`config.mk`:
```
export PLATFORM = sky130hd
export DESIGN_NAME = heart_assemble_flat
export DESIGN_NICKNAME = d
export VERILOG_FILES = /design/src/rtl/heart_assemble_pkg.sv /design/src/rtl/heart_assemble_if.sv /design/src/rtl/heart_fragment_mover.sv /design/src/rtl/heart_assemble.sv /design/src/flat_wrapper.sv
export SDC_FILE = /design/constraint.sdc
export NUM_CORES = 1
export LEC_CHECK = 0
export ABC_AREA = 1
export BUFFER_PORTS_ARGS = -buffer_cell sky130_fd_sc_hd__buf_4
export CAP_MARGIN = 20
export CORE_MARGIN = 8
export CORE_UTILIZATION = 40
export DETAILED_ROUTE_END_ITERATION = 8
export GPL_TIMING_DRIVEN = 0
export PLACE_DENSITY_LB_ADDON = 0.08
export SYNTH_ARGS = -nofsm -noshare
export SYNTH_HDL_FRONTEND = slang
export SYNTH_SLANG_ARGS = --single-unit
export TNS_END_PERCENT = 50
```
`constraint.sdc`:
```
create_clock -name clk -period 5.8 [get_ports clk]
set_input_delay 0.87 -clock clk [delete_from_list [all_inputs] [get_ports clk]]
set_output_delay 0.87 -clock clk [all_outputs]
set_load 0.01 [all_outputs]
```
`src/rtl/heart_assemble_pkg.sv`:
```
// Shared constants for the self-assembling heart: fragment flight table and FSM states.
package heart_assemble_pkg;
  localparam int NUM_FRAG = 6;
  localparam int CENTER_X = 512;
  localparam int CENTER_Y = 384;

  typedef enum logic [1:0] {IDLE, ASSEMBLE, HOLD} state_t;

  localparam logic [10:0] START_X [NUM_FRAG] = '{11'd0, 11'd992, 11'd0, 11'd496, 11'd992, 11'd496};
  localparam logic [9:0]  START_Y [NUM_FRAG] = '{10'd0, 10'd0, 10'd384, 10'd0, 10'd384, 10'd736};
  // Targets tile a 3-wide heart around centre, leaving the top-middle slot as the notch
  localparam logic [10:0] TGT_X [NUM_FRAG] = '{11'(CENTER_X - 48), 11'(CENTER_X + 16), 11'(CENTER_X - 48),
                                               11'(CENTER_X - 16), 11'(CENTER_X + 16), 11'(CENTER_X - 16)};
  localparam logic [9:0]  TGT_Y [NUM_FRAG] = '{10'(CENTER_Y - 32), 10'(CENTER_Y - 32), 10'(CENTER_Y),
                                               10'(CENTER_Y), 10'(CENTER_Y), 10'(CENTER_Y + 32)};
  localparam logic [10:0] STEP [NUM_FRAG] = '{11'd4, 11'd4, 11'd8, 11'd4, 11'd8, 11'd2};

  function automatic logic [10:0] step_toward(input logic [10:0] pos, input logic [10:0] tgt,
                                              input logic [10:0] step);
    if (pos < tgt) return ((tgt - pos) <= step) ? tgt : pos + step;
    else           return ((pos - tgt) <= step) ? tgt : pos - step;
  endfunction

  function automatic logic within_step(input logic [10:0] pos, input logic [10:0] tgt,
                                       input logic [10:0] step);
    if (pos < tgt) return (tgt - pos) <= step;
    else           return (pos - tgt) <= step;
  endfunction
endpackage

```
`src/rtl/heart_assemble_if.sv`:
```
// Raster-side bus of the heart sprite: scan position in, pixel/status out.
interface heart_assemble_if;
  logic [10:0] hcount_in;
  logic [9:0]  vcount_in;
  logic        valid_in;
  logic        start;
  logic        in_sprite;
  logic [11:0] pixel_out;
  logic        done;

  modport master (output hcount_in, vcount_in, valid_in, start,
                  input  in_sprite, pixel_out, done);
  modport slave  (input  hcount_in, vcount_in, valid_in, start,
                  output in_sprite, pixel_out, done);
endinterface

```
`src/rtl/heart_fragment_mover.sv`:
```
// One fragment's top-left position, stepped toward its target on each tick without overshoot.
module heart_fragment_mover
  import heart_assemble_pkg::*;
#(
  parameter logic [10:0] P_START_X = 11'd0,
  parameter logic [9:0]  P_START_Y = 10'd0,
  parameter logic [10:0] P_TGT_X   = 11'd0,
  parameter logic [9:0]  P_TGT_Y   = 10'd0,
  parameter logic [10:0] P_STEP    = 11'd1
) (
  input  logic        clk,
  input  logic        rst,
  input  logic        i_load,
  input  logic        i_tick,
  output logic [10:0] o_x,
  output logic [9:0]  o_y,
  output logic        o_arrived
);
  logic [10:0] r_x;
  logic [9:0]  r_y;
  logic [10:0] w_y_next;

  assign w_y_next = step_toward({1'b0, r_y}, {1'b0, P_TGT_Y}, P_STEP);

  always_ff @(posedge clk) begin
    if (rst || i_load) begin
      r_x <= P_START_X;
      r_y <= P_START_Y;
    end else if (i_tick) begin
      r_x <= step_toward(r_x, P_TGT_X, P_STEP);
      r_y <= w_y_next[9:0];
    end
  end

  // True when the next tick would land (or keep) the fragment exactly on target
  assign o_arrived = within_step(r_x, P_TGT_X, P_STEP) &&
                     within_step({1'b0, r_y}, {1'b0, P_TGT_Y}, P_STEP);
  assign o_x = r_x;
  assign o_y = r_y;
endmodule

```
`src/rtl/heart_assemble.sv`:
```
// Heart sprite built from six flying fragments; FSM IDLE->ASSEMBLE->HOLD, frame-rate motion,
// zero-latency hit test against registered fragment positions.
module heart_assemble
  import heart_assemble_pkg::*;
#(
  parameter logic [11:0] COLOR     = 12'hF00,
  parameter int          FRAG_SIZE = 32
) (
  input  logic              clk,
  input  logic              rst,
  heart_assemble_if.slave   vid
);
  state_t                r_state;
  logic                  r_done;
  logic                  w_tick;
  logic                  w_load;
  logic                  w_step;
  logic                  w_hit;
  logic [10:0]           w_x [NUM_FRAG];
  logic [9:0]            w_y [NUM_FRAG];
  logic [NUM_FRAG-1:0]   w_arrived;

  assign w_tick = vid.valid_in && (vid.hcount_in == 11'd0) && (vid.vcount_in == 10'd0);
  assign w_load = vid.start && (r_state != ASSEMBLE);
  // The load edge never steps, so a tick coinciding with start is swallowed
  assign w_step = w_tick && (r_state == ASSEMBLE);

  for (genvar g = 0; g < NUM_FRAG; g++) begin : g_frag
    heart_fragment_mover #(
      .P_START_X (START_X[g]),
      .P_START_Y (START_Y[g]),
      .P_TGT_X   (TGT_X[g]),
      .P_TGT_Y   (TGT_Y[g]),
      .P_STEP    (STEP[g])
    ) u_mover (
      .clk       (clk),
      .rst       (rst),
      .i_load    (w_load),
      .i_tick    (w_step),
      .o_x       (w_x[g]),
      .o_y       (w_y[g]),
      .o_arrived (w_arrived[g])
    );
  end

  always_ff @(posedge clk) begin
    if (rst) begin
      r_state <= IDLE;
      r_done  <= 1'b0;
    end else begin
      case (r_state)
        IDLE: if (vid.start) r_state <= ASSEMBLE;
        ASSEMBLE: if (w_step && (&w_arrived)) begin
          r_state <= HOLD;
          r_done  <= 1'b1;
        end
        HOLD: if (vid.start) begin
          r_state <= ASSEMBLE;
          r_done  <= 1'b0;
        end
        default: r_state <= IDLE;
      endcase
    end
  end

  // Widened compares so x+FRAG_SIZE near the raster edge cannot wrap
  always_comb begin
    w_hit = 1'b0;
    for (int i = 0; i < NUM_FRAG; i++) begin
      if ((vid.hcount_in >= w_x[i]) &&
          ({1'b0, vid.hcount_in} < ({1'b0, w_x[i]} + 12'(FRAG_SIZE))) &&
          (vid.vcount_in >= w_y[i]) &&
          ({1'b0, vid.vcount_in} < ({1'b0, w_y[i]} + 11'(FRAG_SIZE))))
        w_hit = 1'b1;
    end
  end

  assign vid.in_sprite = vid.valid_in && (r_state != IDLE) && w_hit;
  assign vid.pixel_out = vid.in_sprite ? COLOR : 12'h000;
  assign vid.done      = r_done;
endmodule

```
`src/flat_wrapper.sv`:
```
// flat-port wrapper written by rule: the top's interface ports become plain ports
module heart_assemble_flat import heart_assemble_pkg::*;
#(
  parameter logic [11:0] COLOR     = 12'hF00,
  parameter int          FRAG_SIZE = 32
)
  (clk, rst, vid_hcount_in, vid_vcount_in, vid_valid_in, vid_start, vid_in_sprite, vid_pixel_out, vid_done);
  heart_assemble_if vid_i ();
  input  logic clk;
  input  logic rst;
  input wire logic [$bits(vid_i.hcount_in)-1:0] vid_hcount_in;
  input wire logic [$bits(vid_i.vcount_in)-1:0] vid_vcount_in;
  input wire logic [$bits(vid_i.valid_in)-1:0] vid_valid_in;
  input wire logic [$bits(vid_i.start)-1:0] vid_start;
  output wire logic [$bits(vid_i.in_sprite)-1:0] vid_in_sprite;
  output wire logic [$bits(vid_i.pixel_out)-1:0] vid_pixel_out;
  output wire logic [$bits(vid_i.done)-1:0] vid_done;
  assign vid_i.hcount_in = vid_hcount_in;
  assign vid_i.vcount_in = vid_vcount_in;
  assign vid_i.valid_in = vid_valid_in;
  assign vid_i.start = vid_start;
  assign vid_in_sprite = vid_i.in_sprite;
  assign vid_pixel_out = vid_i.pixel_out;
  assign vid_done = vid_i.done;
  heart_assemble #(.COLOR(COLOR), .FRAG_SIZE(FRAG_SIZE)) u_core (.clk(clk), .rst(rst), .vid(vid_i));
endmodule
```
# Yosys cells after proc, flatten, opt, wreduce, memory -nomap -nowiden

Index checks and enable logic that the tools add are counted.

Bits of input ports: 25
Bits in registers: 129
Memories kept: 0
Memory bits (read-only): 0
Bits in latches: 0
RAM bits: 0
Output and inout bits: 14
Word-level logic and storage cells: 242

Reduce and logical (&&, ||, !) cells: 41
Shift operators: 0
Mux-type cells: 61
Eq/ne operators: 6
Bitwise operators: 0
Order comparisons: 60
Add/subtract/negate cells: 60
Multipliers: 0
Div/mod/pow operators: 0

Operators by type and width:

| kind                                                                              | number |
|---|---|
| 11-bit 2-to-1 mux                                                                 | 18 |
| 10-bit 2-to-1 mux                                                                 | 18 |
| 11-bit by 3-bit less-or-equal comparator with 1-bit output, second input constant | 12 |
| 11-bit by 4-bit less-or-equal comparator with 1-bit output, second input constant | 8 |
| 11-bit by 6-bit adder with 12-bit output, second input constant                   | 6 |
| 11-bit by 12-bit < comparator with 1-bit output                                   | 6 |
| 10-bit by 6-bit adder with 11-bit output, second input constant                   | 6 |
| 11-bit >= comparator                                                              | 6 |
| 10-bit by 11-bit < comparator with 1-bit output                                   | 6 |
| 10-bit by 9-bit subtractor with 11-bit output, second input constant              | 6 |
| 9-bit by 10-bit subtractor with 11-bit output, first input constant               | 6 |
| 10-bit >= comparator                                                              | 6 |
| 10-bit by 9-bit < comparator with 1-bit output, second input constant             | 6 |
| 11-bit by 2-bit less-or-equal comparator with 1-bit output, second input constant | 4 |
| 11-bit by 9-bit < comparator with 1-bit output, second input constant             | 4 |
| 11-bit by 9-bit subtractor with 11-bit output, second input constant              | 4 |
| 9-bit by 11-bit subtractor with 11-bit output, first input constant               | 4 |
| 11-bit by 3-bit adder with 11-bit output, second input constant                   | 3 |
| 11-bit by 3-bit subtractor with 11-bit output, second input constant              | 3 |
| 1-bit logical AND                                                                 | 31 |
| 10-bit by 3-bit adder with 10-bit output, second input constant                   | 3 |
| 10-bit by 3-bit subtractor with 10-bit output, second input constant              | 3 |
| 11-bit by 4-bit adder with 11-bit output, second input constant                   | 2 |
| 11-bit by 10-bit < comparator with 1-bit output, second input constant            | 2 |
| other kinds (27)                                                                  | 55 |

# Logic depth before layout (Yosys ltp)

Gate-level depths: netlist (run 1).

Word-level depth: 13
Mapped depth: 17

# By module

Synthesis (run 1) repeated with hierarchy kept, for this count alone.

Cells, all modules: 2,842
Area total of the unflattened synthesis: 17,733.3 µm²

Modules (own cells, without submodules):

| module                                          | area each (µm²) | cells an instance | instances |
|---|---|---|---|
| heart_assemble                                  | 6,593.8         | 1,072             | 1 |
| heart_fragment_mover (u_core.g_frag[5].u_mover) | 2,123.3         | 343               | 1 |
| heart_fragment_mover (u_core.g_frag[1].u_mover) | 2,033.2         | 325               | 1 |
| heart_fragment_mover (u_core.g_frag[0].u_mover) | 1,899.3         | 304               | 1 |
| heart_fragment_mover (u_core.g_frag[3].u_mover) | 1,819.2         | 288               | 1 |
| heart_fragment_mover (u_core.g_frag[4].u_mover) | 1,659.1         | 261               | 1 |
| heart_fragment_mover (u_core.g_frag[2].u_mover) | 1,605.3         | 249               | 1 |

# Worst setup path before layout (run 1)

No wires, ideal clock.

Path type: register to output
Start point: reg u_core.g_frag[5].u_mover.r_x[5]
End point: out vid_pixel_out[10]
Stages on the path, launching flop included: 16
Arrival: 2.395 ns
Setup slack: 2.535 ns
Data required time: 4.930 ns
Cells stage by stage: dfxtp_1 > ha_1 > inv_1 > nor2_1 > xor2_1 > ha_1 > nand4_1 > inv_1 > nand2_1 > o211ai_1 > nor3_1 > nand2_1 > nand3_1 > nor2_1 > nor2_1 > buf_4

Longest elaborated chain between the ends: 8
Elaborated cells between the ends (all ways): 9
Those cells by class: add/sub: 1; order compare: 2; mux: 2; reduce/logical: 4

Ends and longest elaborated chain:

| element                                         | line                       | text |
|---|---|---|
| from (decl)                                     | heart_fragment_mover.sv:19 | `logic [10:0] r_x;` |
| from (signal assigned)                          | heart_fragment_mover.sv:30 | `r_x <= step_toward(r_x, P_TGT_X, P_STEP);` |
| 11-bit by 6-bit adder with 12-bit output        | heart_assemble.sv:71       | `({1'b0, vid.hcount_in} < ({1'b0, w_x[i]} + 12'(FRAG_SIZE))) &&` |
| 11-bit by 12-bit < comparator with 1-bit output | heart_assemble.sv:71       |  |
| 1-bit logical AND (*)                           | heart_assemble.sv:70       | `if ((vid.hcount_in >= w_x[i]) &&` |
| 1-bit logical AND (*)                           | heart_assemble.sv:71       |  |
| 1-bit logical AND (*)                           | heart_assemble.sv:72       | `(vid.vcount_in >= w_y[i]) &&` |
| 1-bit 2-to-1 mux (*)                            | heart_assemble.sv:70       |  |
| 1-bit logical AND (*)                           | heart_assemble.sv:78       | `assign vid.in_sprite = vid.valid_in && (r_state != IDLE) && w_hit;` |
| net vid_in_sprite                               | flat_wrapper.sv:15         | `output wire logic [$bits(vid_i.in_sprite)-1:0] vid_in_sprite;` |
| 12-bit 2-to-1 mux (*)                           | heart_assemble.sv:79       | `assign vid.pixel_out = vid.in_sprite ? COLOR : 12'h000;` |
| to (decl)                                       | flat_wrapper.sv:16         | `output wire logic [$bits(vid_i.pixel_out)-1:0] vid_pixel_out;` |

The timed path passes the listed nets; every way through them passes the cells marked *.

# Worst setup path after layout (run 1)

Start point: reg u_core.g_frag[5].u_mover.r_x[5]
End point: out vid_pixel_out[8]

Longest elaborated chain between the ends: 8
Elaborated cells between the ends (all ways): 9
Those cells by class: add/sub: 1; order compare: 2; mux: 2; reduce/logical: 4

Ends and longest elaborated chain:

| element                                         | line |
|---|---|
| 11-bit by 6-bit adder with 12-bit output        | heart_assemble.sv:71 |
| 11-bit by 12-bit < comparator with 1-bit output | heart_assemble.sv:71 |
| 1-bit logical AND (*)                           | heart_assemble.sv:70 |
| 1-bit logical AND (*)                           | heart_assemble.sv:71 |
| 1-bit logical AND (*)                           | heart_assemble.sv:72 |
| 1-bit 2-to-1 mux (*)                            | heart_assemble.sv:70 |
| 1-bit logical AND (*)                           | heart_assemble.sv:78 |
| 12-bit 2-to-1 mux (*)                           | heart_assemble.sv:79 |

Every way passes the cells marked *; elsewhere a longest branch is shown, timed or not.

==> summary.md, run 1 <==
| Metric | Value |
|---|---|
| Post-Syn Area | `~0.015 mm2` |
| Worst setup SP type | `flop` |
| Max-slew violations | `0` |
| CTS Root Cell | `clkbuf_16` |
| Die ar. | `0.0445 mm2` |
| DR vias/cell | `5.49` |
| RSZ-0062 raised after global routing | `no` |
| Synth Area in Compound Gates | `18.7%` |
| Post-synth top area cell | `ha_1` |
| DR WL/cell | `between 15 and 20 um` |
| Sw Ratio | `30.4%` |
| VDD IR-drop max | `roughly 0.13 mV` |
| Die H | `about 210 um` |
| Lkg Pwr | `slightly below 8 nW` |
| Finished Core Util | `43.7%` |
| Ranking of synthesized cells by area | `ha_1 24%, dfxtp_1 14%, nand2_1 12%` |
| Ys Warns | `0` |
| Reg power frac | `between 40% and 50%` |
| WP data arrival | `about 3.8 ns` |
| Clock power frac | `between 40% and 50%` |
| Yosys reg bits | `~100` |
| CP Class | `reg -> out` |
| Finish-stage setup viols | `0` |
| Cell at the slowest stage of the critical path | `dfxtp_1` |
| Layout cells sized above 1 | `10.0%` |
| Comb power frac | `around 16%` |
| Switching power | `~0.5 mW` |
| Sequential area share after synthesis | `a little over an eighth` |
| Gp weighted congestion | `about 0.9` |
| Met1 GRT Util | `between 30% and 40%` |
| Max Fanout on Critical Path | `8` |
| # diodes | `0` |
| First-pass GRT wire length | `~82 mm` |
| Synth Area in XOR/XNOR | `under 10%` |
| Number of gates resized after cts | `0` |
| Cell count after synthesis | `~2300` |
| Initial Utilization | `approximately two fifths` |
| DP HPWL | `~40 mm` |
| Hold buffer count at CTS | `0` |
| Vias in the first global route | `roughly 15000` |
| Post-synth EDFFs | `0` |
| Initial antenna violation count | `0` |
| Main synth FF type | `dfxtp_1` |
| PortBufs | `30` |
| NumNets Final | `2648` |
| Async S/R FF share, synth | `0%` |
| DR pass1 iterations | `6` |
| Worst-path clk slew | `about 0.08 ns` |
| Layout Cells excl Fill | `between 2000 and 3000` |
| Setup bufs post-CTS | `0` |
| CTS Buf Count | `9` |
| # rows | `71` |
| Delay-heaviest family, CP | `simple AND/OR/NAND/NOR gates` |
| Commonest cells in the netlist | `475 x nand2_1, 288 x ha_1, 198 x nor2_1` |
| Via count | `about 16000` |
| Worst path bufs/invs | `4` |
| Clock Path Buffers | `2` |
| Final worst slack | `approximately 1.2 ns` |
| Adder-cell share of the synthesized area | `23.7%` |
| Worst min path class | `reg -> reg` |
| DRT antenna net count | `0` |
| Number of top-level pins | `39` |
| Most frequent cell after synthesis | `nand2_1` |
| Simple-gate share of the synthesized area | `between 20% and 30%` |
| DRC | `0` |
| Gr ovfl total | `0` |
| Yosys top cell area share | `23.7%` |
| Worst Setup Slack post-DPL | `1.39 ns` |
| Pwr Density | `a little over 100 mW/mm2` |
| Met2 usage | `a little under two fifths` |
| Most Crowded Layer GR | `met2` |
| TNS Setup | `0 ns` |
| H-tree levels | `3` |
| WP data required | `a little under 5 ns` |
| Synthesis-to-finish area growth | `7.89%` |
| CTS tree | `yes` |
| Total track usage | `23.3%` |
| Fin Clk Skew | `approximately 0.0083 ns` |
| Syn Area/Cell | `around 6.7 um2` |
| Hold Vio Cnt, Final | `0` |
| Max Fclk | `0.215 GHz` |
| Die width | `211 um` |
| Pint | `about 1.2 mW` |
| Max_cap viols | `0` |
| Status | `finished clean` |
| Critical path endpoint category | `primary output` |
| GR Layer Usage met3 | `roughly 4.6%` |
| Post-Route WL | `between 50 and 60 mm` |
| Largest family of logic cells by synthesized area | `simple AND/OR/NAND/NOR gates` |
| Worst-Margin Slew | `about 1.2 ns` |
| Worst skew pair latency | `0.37 ns` |
| Period utilization | `~80%` |
| Largest net degree at the start of global routing | `17` |
| Core ar. | `0.0376 mm2` |
| Count of different cell masters after synthesis | `56` |
| CP dominant cell by count | `nor2_1` |
| Fin crit period | `4.64 ns` |
| Crit-path cells | `ha_1, inv_1, nor2_1, xor2_1, ha_1, nand4_1, inv_1, nand2_1, o211ai_1, nor3_1, nand2_1, nand3_1, nor2_1, nor2_1, buf_4, buf_4` |
| TritonCTS Sinks | `approximately 100` |
| Iteration-0 DRC count of the detailed router | `~1300` |
| Slew headroom | `a little over a fifth` |
| DP Cell Count | `2835` |
| Slowest stage delay, CP | `0.54 ns` |
| Min Hold Slack | `0.465 ns` |
| Post-synthesis mux area share | `0%` |
[cell usage in the layout (no fill, tap or decap), types with 3 or more instances in the layout]
| master | count |
|---|---|
| nand2_1 | 475 |
| ha_1 | 288 |
| nor2_1 | 198 |
| a21oi_1 | 190 |
| inv_1 | 186 |
| o21ai_0 | 120 |
| xor2_1 | 110 |
| nand3_1 | 107 |
| dfxtp_1 | 103 |
| inv_2 | 62 |
| nand4_1 | 56 |
| buf_4 | 51 |
| nor3_1 | 37 |
| o211ai_1 | 35 |
| buf_2 | 31 |
| o22ai_1 | 26 |
| a31oi_1 | 21 |
| nand2_2 | 20 |
| a211oi_1 | 20 |
| o21ai_1 | 19 |
| xnor2_1 | 17 |
| clkbuf_1 | 16 |
| nor4_1 | 15 |
| o221ai_1 | 15 |
| o2111ai_1 | 13 |
| nor2_2 | 11 |
| or2_2 | 9 |
| clkbuf_16 | 9 |
| a21oi_2 | 8 |
| conb_1 | 8 |
| nand2_4 | 6 |
| o31ai_1 | 5 |
| nor2_4 | 5 |
| o21bai_1 | 4 |
| clkinv_1 | 3 |
| inv_4 | 3 |
| o21a_1 | 3 |
| nand3b_1 | 3 |
[cell families after synthesis]
group	Yosys count
AOI/OAI and AO/OA	488
adders and majority gates	288
buffers and inverters	327
and+or+nand+nor	952
DFF	103
other	1
xor gates and xnor gates	128
[per-stage QoR]
| stage | cell area [um2] | total power, mW |
|---|---|---|
| 6_report | 16400 | 1.66 |
| 5_1_grt | 16400 | 1.74 |
| 4_1_cts | 16400 | 1.68 |
| 3_5_place_dp | 16100 | 0.992 |
| 3_3_place_gp | 16100 | 0.986 |
| 2_1_floorplan | 15200 | 0.873 |
[final cells by class]
class,count,area [um2]
Buffer,72,403
Clock buffer,11,253
Clock inverter,5,56.3
Fill cell,4038,21200
Inverter,255,978
Multi-Input combinational cell,1864,11800
Sequential cell,103,2060
Tap cell,511,639
Timing Repair Buffer,30,225
[worst register-to-register path: cells and delay by family, from the launching register on]
kind	cells	cell delay [ns]
flops	1	0.57
buf+inv	1	0.13
simple gates	6	0.78
compound gates	4	0.96
fa+ha+maj	1	0.24
[power groups by stage]
| stage | clock network (mW) | registers [mW] | logic (mW) |
|---|---|---|---|
| after CTS | 0.700 | 0.707 | 0.269 |
| final | 0.685 | 0.707 | 0.271 |
| after floorplan | 0 | 0.724 | 0.149 |
| after global routing | 0.723 | 0.708 | 0.305 |
| after detailed placement | 0 | 0.724 | 0.268 |
| after global placement | 0 | 0.724 | 0.262 |
[final timing paths]
kind	endpoint	from	cells after the start	slack (ns)
hold reg to reg	u_core.vid.done	u_core.vid.done	2	0.46
setup reg to reg	u_core.r_state[0]	u_core.g_frag[2].u_mover.o_y[5]	12	3.01
hold / removal	u_core.vid.done	u_core.vid.done	2	0.46
setup / recovery	vid_pixel_out[8]	u_core.g_frag[5].u_mover.o_x[5]	16	1.16
[state kept, by name, summed over array words and instances, names as in the netlist]
| signal | count |
|---|---|
| u_core.r_state | 2 |
| u_core.vid.done | 1 |
| u_core.g_frag.u_mover.o_x | 53 |
| u_core.g_frag.u_mover.o_y | 47 |
[metal layers]
layer	vias to the layer above	routed length [um]
met5	-	0
met4	0	1480
met3	70	3960
met2	494	23600
met1	7204	24000
li1	7872	-
(Power assumes the default switching activity.)
==> inputs of run 2 (changes only) <==
--- a/config.mk
+++ b/config.mk
@@ -5,7 +5,7 @@
 export SDC_FILE = /design/constraint.sdc
 export NUM_CORES = 1
 export LEC_CHECK = 0
-export ABC_AREA = 1
+export ABC_AREA = 0
 export BUFFER_PORTS_ARGS = -buffer_cell sky130_fd_sc_hd__buf_4
 export CAP_MARGIN = 20
 export CORE_MARGIN = 8
==> constraint.sdc (replaced) <==
create_clock -name clk -period 4.85 [get_ports clk]
set_input_delay 0.7275 -clock clk [delete_from_list [all_inputs] [get_ports clk]]
set_output_delay 0.7275 -clock clk [all_outputs]
set_load 0.01 [all_outputs]
==> run 2 against run 1 <==
  * Critical endpoint is now vid_pixel_out[9]
  * Combinational power barely moved
  * Largest cell class unchanged
  * Core utilization down 0.24 points
  * Critical path type unchanged
  * Register-to-register slack lost 1.7 ns
  * Worst setup slack got worse by 0.86 ns
  * Clock-buffer cell count shrank 1
  * Synthesized cell count is 19% lower
  * Cell area shrank 6.8%
==> summary.md, run 2 <==
| Metric | Value |
|---|---|
| Yosys reg bits | `approximately 100` |
| Slew headroom | `between 20% and 30%` |
| Crit-path cells | `clkbuf_4, inv_1, nor3_2, xnor2_1, ha_1, o211a_1, a2111oi_1, a21oi_1, a311oi_1, o211ai_1, o31a_1, a31oi_4, buf_4, buf_4` |
| R2R Path End | `u_core.r_state[1]` |
| CTS Buf Count | `9` |
| Min Hold Slack | `0.475 ns` |
| CP Class | `reg -> out` |
| Fin Clk Skew | `0.0111 ns` |
| Yosys top cell area share | `between 20 and 30%` |
| Die width | `~200 um` |
| DP HPWL | `between 30 and 40 mm` |
| Core ar. | `approximately 0.035 mm2` |
| TNS Setup | `0 ns` |
| First-pass GRT wire length | `between 70 and 80 mm` |
| Largest register FFs | `between 50 and 60` |
| Initial Utilization | `between 40% and 50%` |
| WP data required | `4.12 ns` |
| TritonCTS Sinks | `a little over 100` |
| CTS Root Cell | `clkbuf_16` |
| Main synth FF type | `dfxtp_1` |
| Pwr Density | `122 mW/mm2` |
| Initial antenna violation count | `2` |
| Worst Hold Path EP | `u_core.vid.done` |
| Period utilization | `a little over nine tenths` |
| Commonest cells in the netlist | `288 x ha_1, 144 x a21oi_1, 141 x inv_1` |
| CP dominant cell by count | `buf_4` |
| Synthesis-to-finish area growth | `8.04%` |
| Delay-heaviest family, CP | `compound AO/OA/AOI/OAI gates` |
| Post-Route WL | `roughly 50 mm` |
| Slowest stage delay, CP | `0.41 ns` |
| Comb power frac | `14.7%` |
| WP data arrival | `between 3 and 4 ns` |
| Most frequent cell after synthesis | `ha_1` |
| Switching power | `around 0.57 mW` |
| Pint | `1.29 mW` |
| Setup bufs post-CTS | `0` |
| Worst-path clk slew | `0.08 ns` |
| Hold path cells | `1` |
| Reg2Reg Launch Point | `u_core.g_frag[3].u_mover.o_x[2]` |
| Async S/R FF share, synth | `0%` |
| Most frequent cells in the layout | `288 x ha_1, 144 x a21oi_1, 141 x inv_1` |
| Layout cells sized above 1 | `under 10%` |
| Via count | `roughly 14000` |
| Critical path endpoint category | `primary output` |
| R2R Setup Slk | `1.30 ns` |
| Commonest non-fill, non-tap cell in the layout | `ha_1` |
| Number of top-level pins | `39` |
| Status | `finished clean` |
| Vias in the first global route | `between 10000 and 15000` |
| DRT antenna net count | `0` |
| Hold Vio Cnt, Final | `0` |
| Gr ovfl total | `0` |
| Finish-stage setup viols | `0` |
| Ranking of synthesized cells by area | `ha_1 25%, dfxtp_1 15%, a21oi_1 5.1%` |
| DR pass1 iterations | `5` |
| Max-slew violations | `0` |
| PortBufs | `30` |
| Iteration-0 DRC count of the detailed router | `965` |
| Worst skew pair latency | `roughly 0.38 ns` |
| # rows | `69` |
| Worst setup SP type | `flop` |
| Sw Ratio | `around 30%` |
| Post-synth top area cell | `ha_1` |
| DR WL/cell | `between 20 and 25 um` |
| H-tree levels | `3` |
| Post-synth EDFFs | `0` |
| RSZ-0062 raised after global routing | `no` |
| Clock power frac | `between 30% and 40%` |
| Total track usage | `between 20% and 30%` |
| Largest net degree at the start of global routing | `17` |
| Max_cap viols | `0` |
| Count of different cell masters after synthesis | `87` |
| Die ar. | `0.0417 mm2` |
| DR vias/cell | `6.05` |
| VDD IR-drop max | `around 0.15 mV` |
| Clock Path Buffers | `2` |
| Post-route cell area | `~0.015 mm2` |
| Worst-Margin Slew | `roughly 1.2 ns` |
| Area after DPL | `~0.015 mm2` |
| Max Fanout on Critical Path | `10` |
| Syn Area/Cell | `between 7 and 8 um2` |
| Sequential area share after synthesis | `between 10% and 20%` |
| Lkg Pwr | `between 6 and 7 nW` |
| Worst path bufs/invs | `4` |
| CTS tree | `yes` |
| Ys Warns | `0` |
| Die H | `~200 um` |
| Reg power frac | `45.5%` |
| Gp weighted congestion | `0.899` |
| Cell count after synthesis | `~1800` |
| Worst min path class | `reg -> reg` |
| DRC | `0` |
| # diodes | `0` |
| Cell at the slowest stage of the critical path | `a2111oi_1` |
| Worst r2r path cells | `11` |
| NumNets Final | `about 2200` |
| Max Fclk | `~0.22 GHz` |
| Fin crit period | `between 4 and 5 ns` |
| Hold path start | `u_core.vid.done` |
| Post-Syn Area | `roughly 0.014 mm2` |
-- run 2: cell types whose count changed in the layout (fill, tap and decap cells not counted), moves of 50 or more --
cell      previous run  this run
clkbuf_1            16        66
xnor2_1             17        71
inv_2               62         1
nor2_1             198       101
nand2_1            475       114
xor2_1             110         8
-- run 2: final cells by class --
type | count | area (um2)
timing repair buffer | 31 | 236
clock buffer | 10 | 229
inverter | 149 | 559
clock inverter | 6 | 37.5
tap | 461 | 577
buffer | 111 | 515
fill | 3660 | 19900
sequential | 103 | 2060
multi-input combinational | 1491 | 11100
-- run 2: metrics by stage --
| step | power [mW] | setup WS [ns] | utilization, % | instances |
|---|---|---|---|---|
| global route | 1.94 | 0.0142 | 43.4 | 2362 |
| floorplan | 1.01 | 0.994 | - | 1854 |
| finish | 1.86 | 0.303 | 43.4 | 2362 |
| detailed placement | 1.14 | 0.165 | 42.6 | 2345 |
| global placement | 1.13 | 0.136 | 42.6 | 2345 |
| CTS | 1.87 | 0.0133 | 43.3 | 2361 |
-- run 2: worst max-delay path by stage --
stage	endpoint	startpoint	cells past startpoint	slack (ns)
finish	vid_pixel_out[9]	u_core.g_frag[3].u_mover.o_x[7]	14	0.30
global route	vid_pixel_out[8]	u_core.g_frag[3].u_mover.o_x[6]	14	0.01
CTS	vid_pixel_out[9]	u_core.g_frag[3].u_mover.o_x[5]	13	0.01
detailed placement	vid_pixel_out[9]	u_core.g_frag[3].u_mover.o_x[7]	14	0.17
global placement	vid_pixel_out[9]	u_core.g_frag[3].u_mover.o_x[7]	14	0.14
floorplan	vid_pixel_out[10]	u_core.g_frag[3].u_mover.o_x[7]	13	0.99
-- run 2: repair_timing --
action | in CTS | in global routing
setup endpoints to repair | 5 | 5
hold buffers | 0 | 0
resized for setup | 3 | 8
-- run 2: kinds of logic (layout without fill, tap and decap cells) --
kind of cell	count (synthesis)	count (layout)	share of synthesized area [%]
AO/OA/AOI/OAI	604	604	28.8
XOR/XNOR	79	79	4.88
adder cells (fa/ha/maj)	288	288	25.4
buffers and inverters	260	307	7.55
flip-flops	103	103	14.6
multiplexers	15	15	1.09
other	1	8	0.0265
AND/OR/NAND/NOR	497	497	17.6
-- run 2: routing by layer --
metal	wire length (um)	share of wire, %	track usage [%]
met5	25	0.049	0
met4	1570	3.1	8.41
met3	3360	6.6	4.01
met2	22900	45	38.6
met1	22800	45	31.8
-- run 2: power groups by stage --
stage	logic [mW]	clock network, mW	registers [mW]
2_1_floorplan	0.142	0	0.866
3_3_place_gp	0.263	0	0.866
3_5_place_dp	0.269	0	0.866
4_1_cts	0.271	0.754	0.846
5_1_grt	0.307	0.789	0.846
6_report	0.273	0.741	0.846
==> inputs of run 3 (changes only) <==
==> constraint.sdc (replaced) <==
create_clock -name clk -period 4.3 [get_ports clk]
set_input_delay 0.645 -clock clk [delete_from_list [all_inputs] [get_ports clk]]
set_output_delay 0.645 -clock clk [all_outputs]
set_load 0.01 [all_outputs]
==> run 3 against run 2 <==
  * Flip-flop and latch count unchanged
  * Register-to-register slack worse by 0.55 ns
  * Worst setup slack lost 0.17 ns
  * Core utilization increased by 0.72 points
  * Combinational power grew 18%
  * Clock power rose by 13%
  * Clock skew is essentially flat
  * Cell count up 0.38%
  * Die area unchanged
  * Global-route usage grew 0.077 points
  * Critical path type unchanged
  * Critical endpoint unchanged
==> summary.md, run 3 (synthesized netlist as in run 2, its figures left out) <==
| Metric | Value |
|---|---|
| Status | `finished clean` |
| Initial antenna violation count | `2` |
| Worst-Margin Slew | `approximately 1.2 ns` |
| Gp weighted congestion | `approximately 0.90` |
| Met2 usage | `about 39%` |
| Post-route cell area | `around 0.016 mm2` |
| Pwr Density | `roughly 140 mW/mm2` |
| Reg2Reg Launch Point | `u_core.g_frag[0].u_mover.o_y[6]` |
| Die H | `204 um` |
| Die width | `approximately 200 um` |
| Die ar. | `around 0.042 mm2` |
| Worst skew pair latency | `approximately 0.38 ns` |
| Max_cap viols | `0` |
| Min Hold Slack | `~0.46 ns` |
| Slowest stage delay, CP | `about 0.43 ns` |
| Gr ovfl total | `0` |
| DP Cell Count | `~2300` |
| Clock Path Buffers | `2` |
| NumNets Final | `2218` |
| Period utilization | `between 90% and 100%` |
| H-tree levels | `3` |
| TritonCTS Sinks | `around 100` |
| Core ar. | `between 0.03 and 0.04 mm2` |
| Sw Ratio | `about 31%` |
| Critical path endpoint category | `primary output` |
| CP dominant cell by count | `buf_6` |
| Post-Route WL | `between 50 and 60 mm` |
| Area after DPL | `0.0150 mm2` |
| Most Crowded Layer GR | `met2` |
| Vias in the first global route | `around 14000` |
| DR pass1 iterations | `5` |
| Synthesis-to-finish area growth | `9.84%` |
| PortBufs | `30` |
| Fin crit period | `4.16 ns` |
| DRT antenna net count | `0` |
| DP HPWL | `roughly 37 mm` |
| Cell at the slowest stage of the critical path | `dfxtp_4` |
| Hold Vio Cnt, Final | `0` |
| WP data arrival | `3.52 ns` |
| Largest net degree at the start of global routing | `17` |
| CTS Buf Count | `9` |
| Finish-stage setup viols | `0` |
| Iteration-0 DRC count of the detailed router | `968` |
| Worst min path class | `in -> reg` |
| DR WL/cell | `21.5 um` |
| # diodes | `0` |
| Initial Utilization | `roughly two fifths` |
| CP Class | `reg -> out` |
| Largest register FFs | `53` |
| Layout cells sized above 1 | `8.38%` |
| Switching power | `about 0.65 mW` |
| Crit-path cells | `clkinvlp_4, nor3_4, xnor2_1, ha_1, o211a_1, a2111oi_4, a21oi_2, a311oi_2, o211ai_1, o31a_1, a31oi_4, buf_6, buf_6` |
| Setup crit start | `u_core.g_frag[3].u_mover.o_x[5]` |
| Via count | `14400` |
| Worst setup SP type | `flop` |
| Max-slew violations | `0` |
| Max Fanout on Critical Path | `6` |
| CTS Root Cell | `clkbuf_16` |
| DRC | `0` |
| Lkg Pwr | `just over 6 nW` |
| VDD IR-drop max | `approximately 0.17 mV` |
| Layout Cells excl Fill | `between 2000 and 2500` |
| Fin Clk Skew | `0.0113 ns` |
| Max Fclk | `about 0.24 GHz` |
| Pint | `around 1.5 mW` |
| DR vias/cell | `6.08` |
| Total track usage | `24.0%` |
| Most frequent cells in the layout | `287 x ha_1, 140 x a21oi_1, 138 x inv_1` |
| Hold path start | `rst` |
| RSZ-0062 raised after global routing | `yes` |
| Reg power frac | `45.2%` |
| Worst-path clk slew | `~0.08 ns` |
| Clock power frac | `approximately two fifths` |
| First-pass GRT wire length | `approximately 79 mm` |
| Slew headroom | `between 20% and 30%` |
| Comb power frac | `approximately 15%` |
| Fill count | `approximately 3700` |
| Register area | `~0.0021 mm2` |
| Number of top-level pins | `39` |
| # rows | `69` |
| CTS tree | `yes` |
| Hold buffer count at CTS | `0` |
| WP data required | `3.65 ns` |
| Multi-input gate area | `~0.011 mm2` |
| GR Layer Usage met3 | `between 4 and 5%` |
| Commonest non-fill, non-tap cell in the layout | `ha_1` |
| Met1 GRT Util | `between 30% and 40%` |
[run 3: cell count changes in the layout (fill, tap and decap cells not counted), moves of 4 or more]
cell / previous run / this run
a21oi_1: 144 / 140
clkbuf_1: 66 / 52
clkbuf_2: 0 / 13
buf_6: 3 / 11
[run 3: stage by stage]
step	total power, mW	util (%)	TNS [ns]	setup slack, ns
5_1_grt	2.20	44.2	-0.0831	-0.0230
6_report	2.11	44.2	0	0.137
4_1_cts	2.11	43.6	0	0.000455
2_1_floorplan	1.14	-	0	0.527
3_5_place_dp	1.28	42.6	-1.40	-0.302
3_3_place_gp	1.27	42.6	-1.57	-0.331
[run 3: worst paths after layout]
| path | endpoint | slack (ns) | cells after the start |
|---|---|---|---|
| max | vid_pixel_out[9] | 0.14 | 13 |
| min | u_core.r_state[0] | 0.46 | 2 |
| max reg2reg | u_core.r_state[0] | 0.75 | 11 |
| min reg2reg | u_core.vid.done | 0.47 | 1 |
[run 3: per-layer routing]
layer / routed length, um / up-vias
met1: 23100 / 6831
met2: 23000 / 497
met5: 25 / -
met4: 1570 / 4
li1: - / 7005
met3: 3330 / 84
[run 3: area by class of cell]
class	count	area share, %
plain buffers	109	3.58
multi-input cells	1491	71.9
well taps	461	3.71
clock buffers	10	1.47
clock inverters	6	0.241
repair buffers	42	2.15
inverters	149	3.67
flip-flops and latches	103	13.3
[run 3: repair_timing]
action	in CTS	in global routing
pin swaps	4	8
setup buffers	2	9
resized for setup	24	50
endpoints found under the setup margin	5	5
gates cloned	0	0
[run 3: worst max-delay path, delay by kind of cell, from the launching register on]
kind / cells / cell delay, ns
buffers and inverters: 3 / 0.40
XOR/XNOR: 1 / 0.10
adder cells (fa/ha/maj): 1 / 0.31
flip-flops: 1 / 0.43
AO/OA/AOI/OAI: 7 / 1.66
AND/OR/NAND/NOR: 1 / 0.24
[run 3: power groups by stage]
| stage | Sequential [mW] | Clock (mW) | Combinational (mW) |
|---|---|---|---|
| final | 0.952 | 0.835 | 0.321 |
| after global routing | 0.953 | 0.890 | 0.358 |
| after CTS | 0.954 | 0.851 | 0.310 |
| after detailed placement | 0.977 | 0 | 0.304 |
| after global placement | 0.977 | 0 | 0.296 |
| after floorplan | 0.977 | 0 | 0.160 |
